===== src/rtl/cache_nway.sv =====
// cache_nway: N-way set-associative write-back cache with tree-PLRU replacement and hit/miss counters
module cache_nway #(
  parameter int WAYS = 2,
  parameter int SETS = 8
) (
  input  logic         clk,
  input  logic         rst,
  input  logic [31:0]  mem_address,
  input  logic         mem_read,
  input  logic         mem_write,
  input  logic [3:0]   mem_byte_enable,
  input  logic [31:0]  mem_wdata,
  output logic [31:0]  mem_rdata,
  output logic         mem_resp,
  output logic [31:0]  pmem_address,
  output logic         pmem_read,
  output logic         pmem_write,
  output logic [255:0] pmem_wdata,
  input  logic [255:0] pmem_rdata,
  input  logic         pmem_resp,
  output logic [31:0]  hit_count,
  output logic [31:0]  miss_count
);
  localparam int S = $clog2(SETS);
  localparam int LW = $clog2(WAYS);
  localparam int TW = 27 - S;
  typedef enum logic [1:0] {IDLE, WRITEBACK, FILL} state_t;
  state_t state;
  logic [255:0] data [SETS][WAYS];
  logic [TW-1:0] tags [SETS][WAYS];
  logic [SETS-1:0][WAYS-1:0] valid, dirty;
  logic [SETS-1:0][WAYS-2:0] plru;
  logic [WAYS-1:0] match;
  logic [LW-1:0] hit_way, inv_way, plru_way, victim, victim_now;
  logic hit, missed, req, miss;
  logic [S-1:0] idx;
  logic [TW-1:0] tag;
  logic [2:0] word;
  logic unused;
  assign unused = ^mem_address[1:0];
  assign idx = mem_address[4+S:5];
  assign tag = mem_address[31:5+S];
  assign word = mem_address[4:2];
  function automatic logic [WAYS-2:0] touch(input logic [WAYS-2:0] p, input logic [LW-1:0] a);
    logic [WAYS-2:0] r;
    r = p;
    for (int l = 0; l < LW; l++) r[LW'((1 << l) - 1 + (int'(a) >> (LW - l)))] = ~a[LW'(LW - 1 - l)];
    return r;
  endfunction
  always_comb begin
    int n;
    logic b;
    match = '0;
    hit_way = '0;
    inv_way = '0;
    plru_way = '0;
    n = 0;
    b = 1'b0;
    for (int w = WAYS - 1; w >= 0; w--) begin
      match[LW'(w)] = valid[idx][LW'(w)] && tags[idx][LW'(w)] == tag;
      if (match[LW'(w)]) hit_way = LW'(w);
      if (!valid[idx][LW'(w)]) inv_way = LW'(w);
    end
    for (int l = 0; l < LW; l++) begin
      b = plru[idx][LW'(n)];
      plru_way[LW'(LW - 1 - l)] = b;
      n = 2 * n + 1 + int'(b);
    end
  end
  assign hit = $onehot(match);
  assign req = mem_read | mem_write;
  assign mem_resp = state == IDLE && req && hit;
  assign miss = state == IDLE && req && !hit;
  assign victim_now = &valid[idx] ? plru_way : inv_way;
  assign mem_rdata = data[idx][hit_way][{word, 5'b0} +: 32];
  assign pmem_read = state == FILL;
  assign pmem_write = state == WRITEBACK;
  assign pmem_address = state == WRITEBACK ? {tags[idx][victim], idx, 5'b0} : {mem_address[31:5], 5'b0};
  assign pmem_wdata = data[idx][victim];
  always_ff @(posedge clk) begin
    if (rst) begin
      state <= IDLE;
      valid <= '0;
      dirty <= '0;
      plru <= '0;
      hit_count <= '0;
      miss_count <= '0;
      missed <= 1'b0;
      victim <= '0;
    end else begin
      case (state)
        IDLE: begin
          if (mem_resp) begin
            plru[idx] <= touch(plru[idx], hit_way);
            if (mem_write) dirty[idx][hit_way] <= 1'b1;
            if (!missed) hit_count <= hit_count + 32'd1;
            missed <= 1'b0;
          end else if (miss) begin
            miss_count <= miss_count + 32'd1;
            missed <= 1'b1;
            victim <= victim_now;
            state <= dirty[idx][victim_now] ? WRITEBACK : FILL;
          end
        end
        WRITEBACK: if (pmem_resp) begin
          dirty[idx][victim] <= 1'b0;
          state <= FILL;
        end
        FILL: if (pmem_resp) begin
          valid[idx][victim] <= 1'b1;
          dirty[idx][victim] <= 1'b0;
          state <= IDLE;
        end
        default: state <= IDLE;
      endcase
    end
  end
  // Tag and data arrays are plain storage and are intentionally left out of reset.
  always_ff @(posedge clk) begin
    if (!rst && state == FILL && pmem_resp) begin
      data[idx][victim] <= pmem_rdata;
      tags[idx][victim] <= tag;
    end else if (!rst && mem_resp && mem_write) begin
      for (int b = 0; b < 4; b++)
        if (mem_byte_enable[2'(b)]) data[idx][hit_way][{word, 2'(b), 3'b0} +: 8] <= mem_wdata[{2'(b), 3'b0} +: 8];
    end
  end
endmodule


===== config.mk =====
export PLATFORM = sky130hd
export DESIGN_NAME = cache_nway
export DESIGN_NICKNAME = d
export VERILOG_FILES = /design/src/rtl/cache_nway.sv
export SDC_FILE = /design/constraint.sdc
export NUM_CORES = 2
export LEC_CHECK = 0
export CAP_MARGIN = 20
export CORE_UTILIZATION = 25
export DETAILED_ROUTE_END_ITERATION = 7
export PLACE_DENSITY = 0.48
export SETUP_SLACK_MARGIN = 0.4
export SYNTH_ARGS = -nofsm -noshare
export SYNTH_HDL_FRONTEND = slang
export SYNTH_MEMORY_MAX_BITS = 65536
export SYNTH_SLANG_ARGS = --single-unit
export TNS_END_PERCENT = 1

===== constraint.sdc =====
create_clock -name clk -period 15.8 [get_ports clk]
set_clock_uncertainty 0.15 [all_clocks]
set_input_delay 2.37 -clock clk [delete_from_list [all_inputs] [get_ports clk]]
set_output_delay 2.37 -clock clk [all_outputs]
set_load 0.01 [all_outputs]

# Word-level counts from Yosys, hierarchy flattened
# Memory sizes are Yosys's and may differ from the RTL's.
# Cells that the tools add are included.
# Widths: inputs -> output; s select.
[word_totals]
word_cells = 4271
input_bits = 329
register_bits = 108
out_inout_bits = 387
ram_bits = 4480
n_memories = 2
[op_classes]
bitwise = 2058
mux = 2119
shifts = 9
eq_ne = 10
reduce_logical = 27
order_cmp = 11
addsub = 6
[memory_table]
columns = ["name", "depth", "word_bits", "rd", "rd_clocked_by_memory_dff", "write_ports", "line", "text"]
rows = [
  ["data", 8, 512, 1, 0, 1, "29", "logic [255:0] data [SETS][WAYS];"],
  ["tags", 8, 48, 1, 0, 1, "30", "logic [TW-1:0] tags [SETS][WAYS];"],
]
[op_table]
columns = ["operator", "count"]
rows = [
  ["$mux 256", 11],
  ["$mux 512", 5],
  ["$mux 1", 2068],
  ["$or 1x1->1", 2049],
  ["$demux 256 s1", 5],
  ["$shift 8x10->256 const A", 4],
  ["$shiftx 8x10->256", 4],
  ["$shiftx 256x9->32", 1],
  ["$mux 24", 4],
  ["$add 32x1->32 const B", 2],
  ["$mux 16", 3],
  ["$mux 48", 1],
  ["$neg 8->10", 4],
  ["$mux 32", 1],
  ["$or 16x16->16", 2],
  ["$pmux 16 s2", 1],
  ["$demux 24 s1", 1],
  ["$eq 24x24->1", 1],
  ["$mux 2", 9],
  ["$and 16x16->16", 1],
  ["$not 16->16", 1],
  ["$logic_and 1x1->1", 13],
  ["$bmux 2 s3", 2],
  ["$demux 2 s3", 2],
  ["24 further kinds", 45],
]

# Depth between registers and ports, before layout
[depth]
word_depth = 14
depth_mapped = 16

# Worst setup path before layout
# OpenSTA, ideal clock, no wires.
[synth_path]
path_kind = "input port to flip-flop"
start = "in mem_address[7]"
end = "mem data[5][0] (netlist name), enable pin"
required_time_ps = 14722
cell_stages = 11
slack_ps = -1360
arrival_ps = 16082
n_path_buf = 9
cell_sequence = "buf_4 > buf_2 > buf_2 > buf_2 > buf_2 > buf_1 > buf_2 > buf_4 > nand2_1 > clkbuf_1 > nor2_1"
[synth_via]
elab_chain_cells = 13
word_cells_on_any_way = 18
classes_between = "eq/ne (1); mux (8); bitwise (4); reduce/logical (4); memory (1)"
[synth_lines]
columns = ["item", "line", "text"]
rows = [
  ["start, declared", "8", "input logic [31:0] mem_address,"],
  ["$mem_v2 8x48 or $bmux 2 s3 (tied branches)", "--", ""],
  ["$eq 24x24->1 or $mux 2 (tied branches)", "--", ""],
  ["$logic_and 1x1->1", "60", "match[LW'(w)] = valid[idx][LW'(w)] && tags[idx][LW'(w)] == tag;"],
  ["$logic_and 1x1->1", "72", "assign mem_resp = state == IDLE && req && hit;"],
  ["$logic_and 1x1->1 (2 in series)", "123", "end else if (!rst && mem_resp && mem_write) begin"],
  ["$mux 1", "123", ""],
  ["$mux 1", "120", "if (!rst && state == FILL && pmem_resp) begin"],
  ["$mux 512 (not written as such)", "125", "if (mem_byte_enable[2'(b)]) data[idx][hit_way][{word, 2'(b), 3'b0} +: 8] <= mem_wdata[{2'(b), 3'b0} +: 8];"],
  ["$or 1x1->1 (no source line) (4 in series)", "--", ""],
  ["end, declared", "29", ""],
]
# Several ways; a longest one is shown, not always the timed one. The select of a mux whose other input is x is not followed.

# Worst setup path in the final report
[layout_path]
start = "in mem_address[7]"
end = "out mem_rdata[31]"
[layout_via]
elab_chain_cells = 5
[layout_lines]
columns = ["item", "line", "text"]
rows = [
  ["$mem_v2 8x512", "--", ""],
  ["$mux 256 (not written as such) (3 in series)", "75", "assign mem_rdata = data[idx][hit_way][{word, 5'b0} +: 32];"],
  ["$shiftx 256x9->32", "75", ""],
  ["end, declared", "13", "output logic [31:0] mem_rdata,"],
]
# Every way passes these cells. The select of a mux whose other input is x is not followed.

==> run_results.csv <==
group,metric,value,unit
run_status,status,"finished, final reports clean",
floorplan,die_w,846,um
hold_path,min_path_cells,2,
floorplan,row_count,309,
timing,tightest_slew,1.40,ns
finish,stdcell_area,0.212,mm^2
placement,portBuffers,690,
timing,setup_violations,0,
drt,num_vias,109547,
clock_tree,hold_buffers,0,
drt,drcViolationCount,0,
worst_setup_path,critical_path_class,"in2out",
yosys,synth_edf_count,4480,
floorplan,dieArea,0.716,mm^2
worst_setup_path,r2r_start,"victim",
finish,layout-drive-gt1-share,0.147,
worst_setup_path,startpoint_type,"primary input",
finish,final_common_cell,"edfxtp_1",
yosys,synthCells,10616,
worst_setup_path,cpMostUsedCell,"buf_4",
grt,grt.total_usage,0.198,
grt,overflow,0,
clock_tree,path_clk_slew,0.06,ns
clock_tree,cts_made_buffers,444,
timing,fin_setup_tns,0,ns
worst_setup_path,worstSetupStartpoint,"mem_address[7]",
yosys,ys_warn_count,0,
clock_tree,cts-htree-levels,5,
clock_tree,post_cts_resized,0,
clock_tree,cts_tree,"built",
timing,hold_violations,0,
drt,drt_iter0_drc,14105,
clock_tree,clock_path_buffers,4,
timing,rsz0062_at_grt,"false",
clock_tree,cts_num_sinks,4588,
timing,fin_crit,11.27,ns
grt,antenna_found_initial,274,
timing,finalCritPeriodShare,0.714,
drt,drt_pass1_iterations,8,
finish,syn_to_final_growth,19.1,%
yosys,ys.flop_type,"edfxtp_1",
power,p_leak,66.3,nW
placement,place_ws,4.85,ns
floorplan,die_y,846,um
floorplan,coreArea,0.709,mm^2
power,vdd_drop_max,97.2,uV
clock_tree,cts_setup_buffers,0,
clock_tree,cts_root_buf,"clkbuf_16",
placement,hpwl,477000,um
placement,place_congestion,0.837,
floorplan,io_pins,716,
worst_setup_path,crit_path_end_kind,"output pin",
clock_tree,insertion_delay,1.05,ns
worst_setup_path,reg2reg_depth,7,
yosys,ys_async_sr_fraction,0,
yosys,netlist_area,0.178,mm^2
finish,utilization,0.299,
drt,routed_wl,742000,um
grt,grt_max_degree,114,
hold_path,min_from,"dirty[11]",
placement,place_area,0.198,mm^2
worst_setup_path,arrival,8.75,ns
yosys,syn_area_per_cell,16.8,um^2
hold_path,hold_path.class,"reg2reg",
finish,nFillCells,70126,
timing,holdWs,0.289,ns
drt,final_antenna_net_count,0,
finish,final_cell_mix,"edfxtp_1 (4480), a21oi_1 (836), a22oi_1 (689)",
worst_setup_path,critical-path-max-stage-delay,0.98,ns
flow_run,cap_violations,0,
timing,setup_slack,4.53,ns
worst_setup_path,required,13.28,ns
yosys,ys_seq_area_frac,0.767,
worst_setup_path,worst-path-max-fanout,59,
worst_setup_path,critPathSlowestCell,"a211oi_1",
worst_setup_path,r2r_slack,10.14,ns
worst_setup_path,r2r_end,"data[5][115]",
yosys,yosysUniqueCellTypes,79,
drt,via_per_inst,5.12,
grt,grt_pass1_vias,101206,
timing,max_freq,88.7,MHz
drt,wl_per_cell,34.7,um
worst_setup_path,path_cells,"buf_8 -> buf_4 -> nor2b_4 -> buf_4 -> o2bb2ai_1 -> a222oi_1 -> o21ai_0 -> nor2_1 -> a211oi_1 -> nor3_1 -> a31oi_2 -> clkdlybuf4s50_1",
timing,relSlewSlack,0.0679,
floorplan,start_util,0.251,
grt,grt_pass1_wl,974000,um
hold_path,holdPathEnd,"dirty[11]",
yosys,synth.ff_latch_count,4588,
finish,finish.net_count,11751,
power,p_per_area,122,mW/mm^2
timing,drv_slew,0,
==> layer usage <==
layer  vias up  wire length (um)  part of all wire  global-route usage
met3      1048             60600             0.082              0.0431
met2      5125            343000              0.46               0.315
met5         -               639           0.00086                   0
met1     58423            305000              0.41               0.263
li1      44853                 -                 -                   -
met4        98             33300             0.045              0.0785
==> Yosys cell counts, types with 53 or more instances <==
cell,count,area share
nor2_1,647,0.014
a31oi_1,61,0.0021
edfxtp_1,4480,0.75
nand4_1,128,0.0045
and3_1,71,0.0025
a22oi_1,689,0.029
o31ai_1,53,0.0022
nor3_1,59,0.0017
mux2i_1,536,0.030
a21oi_1,839,0.024
mux4_2,115,0.015
buf_2,96,0.0027
mux2_2,455,0.029
a221oi_1,448,0.022
nand2_1,262,0.0055
or4_1,56,0.0024
nand3_1,77,0.0022
o21ai_0,203,0.0057
dfxtp_1,108,0.012
clkbuf_1,519,0.011
buf_1,127,0.0027
o22ai_1,79,0.0028
a22o_1,84,0.0041
==> registers in the layout, summed over array words and instances (netlist names) <==
signal      count
state           2
plru            8
dirty          16
valid          16
missed          1
data         4096
victim          1
hit_count      32
tags          384
miss_count     32
==> metrics by stage <==
stage,power [mW],cells
2_1_floorplan,14.4,10620
3_3_place_gp,15.7,20388
3_5_place_dp,15.7,20419
4_1_cts,26.1,21240
5_1_grt,26.5,21295
6_report,26.0,21396
==> worst max-delay path: cells and delay by family <==
| kind | cells | cell delay, ns |
|---|---|---|
| buffers and inverters | 4 | 2.57 |
| AND/OR/NAND/NOR | 3 | 1.17 |
| AO/OA/AOI/OAI | 5 | 2.28 |
==> worst max-delay path by stage <==
stage                         end
finish              mem_rdata[31]
global route        mem_rdata[31]
CTS                 mem_rdata[25]
detailed placement  mem_rdata[25]
global placement    mem_rdata[25]
floorplan              data[4][0]
==> report_power, final <==
group          internal, mW  switching [mW]  total, mW
Clock                  5.76            4.74       10.5
Sequential             13.4          0.0102       13.4
Combinational         0.582            1.48       2.06
Total                  19.7            6.23       26.0
==> kinds of logic after synthesis <==
kind of cell             synth area share
AO/OA/AOI/OAI                       0.101
XOR/XNOR                         0.000541
adder cells (fa/ha/maj)          0.000842
buffers and inverters              0.0188
flip-flops                          0.767
multiplexers                       0.0743
other                           0.0000210
AND/OR/NAND/NOR                    0.0374
==> cell type report <==
cell class / instances / area [um^2] / area share
multi-input combinational: 5214 / 38600 / 0.182
antenna: 126 / 315 / 0.00148
timing repair buffer: 1116 / 10700 / 0.0504
clock inverter: 270 / 2220 / 0.0105
sequential: 4588 / 137000 / 0.644
tap: 9485 / 11900 / 0.0559
clock buffer: 551 / 11800 / 0.0554
inverter: 46 / 203 / 0.000955
Note: power is estimated with default switching activity, not from simulation.
==> RTL edit, RTL diff (same flow settings) <==
Change the parameter `SETS` from 8 to 4.
--- a/src/rtl/cache_nway.sv
+++ b/src/rtl/cache_nway.sv
@@ -1,7 +1,7 @@
 // cache_nway: N-way set-associative write-back cache with tree-PLRU replacement and hit/miss counters
 module cache_nway #(
   parameter int WAYS = 2,
-  parameter int SETS = 8
+  parameter int SETS = 4
 ) (
   input  logic         clk,
   input  logic         rst,
Check against the original RTL: not settled (the Yosys comparison gave no result); the edit may change what the design does.
==> RTL edit against the unedited design <==
  * Final area fell by 45%
  * Fmax rose by 20%
  * Worst setup slack improved by 1.9 ns
  * Routed wire length fell by 56%
  * Sequential power fell by 49%
  * Final cell count fell by 51%
  * First-iteration DRC count fell by 67%
  * Non-clock buffer count fell by 330
  * Sequential cell count fell by 2252
  * Area after synthesis fell by 47%
  * Total power fell by 46%
==> RTL edit: results (changes against the unedited design) <==
M3 GR Usage 3.66% (-0.65 points); Final non-clock buffer share 6.68% (+1.6 points); vias in the first global route 50.6k (-50%); CTS H-Tree Depth 5 (unchanged); arrival time worst endpoint 6.87 ns (-1.88 ns); sequential fraction of the synthesis area 73.5% (-3.2 points); met2 WL 162000 µm (-53%); area share of fa/ha/maj cells after synthesis 0.173% (+0.088 points); Wirelength per Cell 30.8 µm (-11%); comb_multi_in 1878 (-64%); Synth top cells by count edfxtp_1 (2248), mux4_2 (619), mux2_2 (339); RD Place Congestion 0.789 (-5.8%); Clock Path Buffers 4 (unchanged); Clock-cell share 7.39% (+0.80 points); R2R depth 8 (+1); # clk buffers 344 (-38%); initial antenna violation count 162 (-41%); CTS buffer count 276 (-38%); initial DRC count 4646 (-67%); worst slew pin tran 1.13 ns (-0.270 ns); wire length on met3 23200 µm (-62%); slowest cell delay on critical path 0.77 ns (-0.21 ns); Sequential cell area 69300 µm² (-49%); Worst Hold End dirty[5]; metal1 wirelength 128000 µm (-58%); reg2reg end data[0][257]; worst vdd ir 0.0000770 V (-21%); pin count of the biggest net entering global routing 107 (-6.1%); hpwl dp 222000 µm (-54%); GRT met1 Usage 20.9% (-5.4 points); Worst path slowest cell buf_4; XOR/XNOR Fraction of Synth Area 0.265% (+0.21 points); Final nets 5667 (-52%); inverters 47 (+2.2%); status finished, final reports clean; crit-path max FO 68 (+15%); R2R Setup Slk 10.50 ns (+0.36 ns); grt met2 use 28.5% (-3.0 points); Hold WC Path Type reg -> reg; multi-input gate area in the final layout 23700 µm² (-39%); Critical Path Sink mem_rdata[26]; Synth Area in Compound Gates 1.71% (-8.4 points); share of layout cells above drive strength 1 27.5% (+13 points); top-count cell post-synth edfxtp_1; Pleak 35.9 nW (-46%); vias 49.8k (-55%); ranking of synthesized cells by area edfxtp_1 (72%), mux4_2 (15%), mux2_2 (4.0%); Filler cells 36.5k (-48%); multiplexer share of the synthesized area 20.1% (+13 points); number of synthesized register bits 2336 (-49%); number of synthesized flops with an enable pin 2248 (-50%)
[RTL edit: through the flow]
step                      worst slack [ns]  hold WS (ns)  std cells  cell area (µm²)
after floorplan                      -1.02         0.259       4540            94300
after global placement                6.21         0.266      10000           107000
after detailed placement              6.25         0.273      10000           107000
after CTS                             6.23         0.280      10500           116000
after global routing                  6.03         0.300      10600           116000
final                                 6.41         0.278      10600           116000
[RTL edit: worst reg2reg max path, cell delays in order (launching register included)]
cell and delay (ns):
edfxtp_1 0.36, mux4_2 0.52, xnor2_1 0.42, nand4_2 0.18, nor4_4 0.35, and4_2 0.74
buf_4 0.54, nand3_1 0.66, a21oi_1 1.00
[RTL edit: where the power goes]
part | switching (mW) | total (mW) | internal [mW]
Combinational | 0.578 | 0.976 | 0.398
Clock | 2.58 | 6.10 | 3.53
Sequential | 0.00863 | 6.83 | 6.82
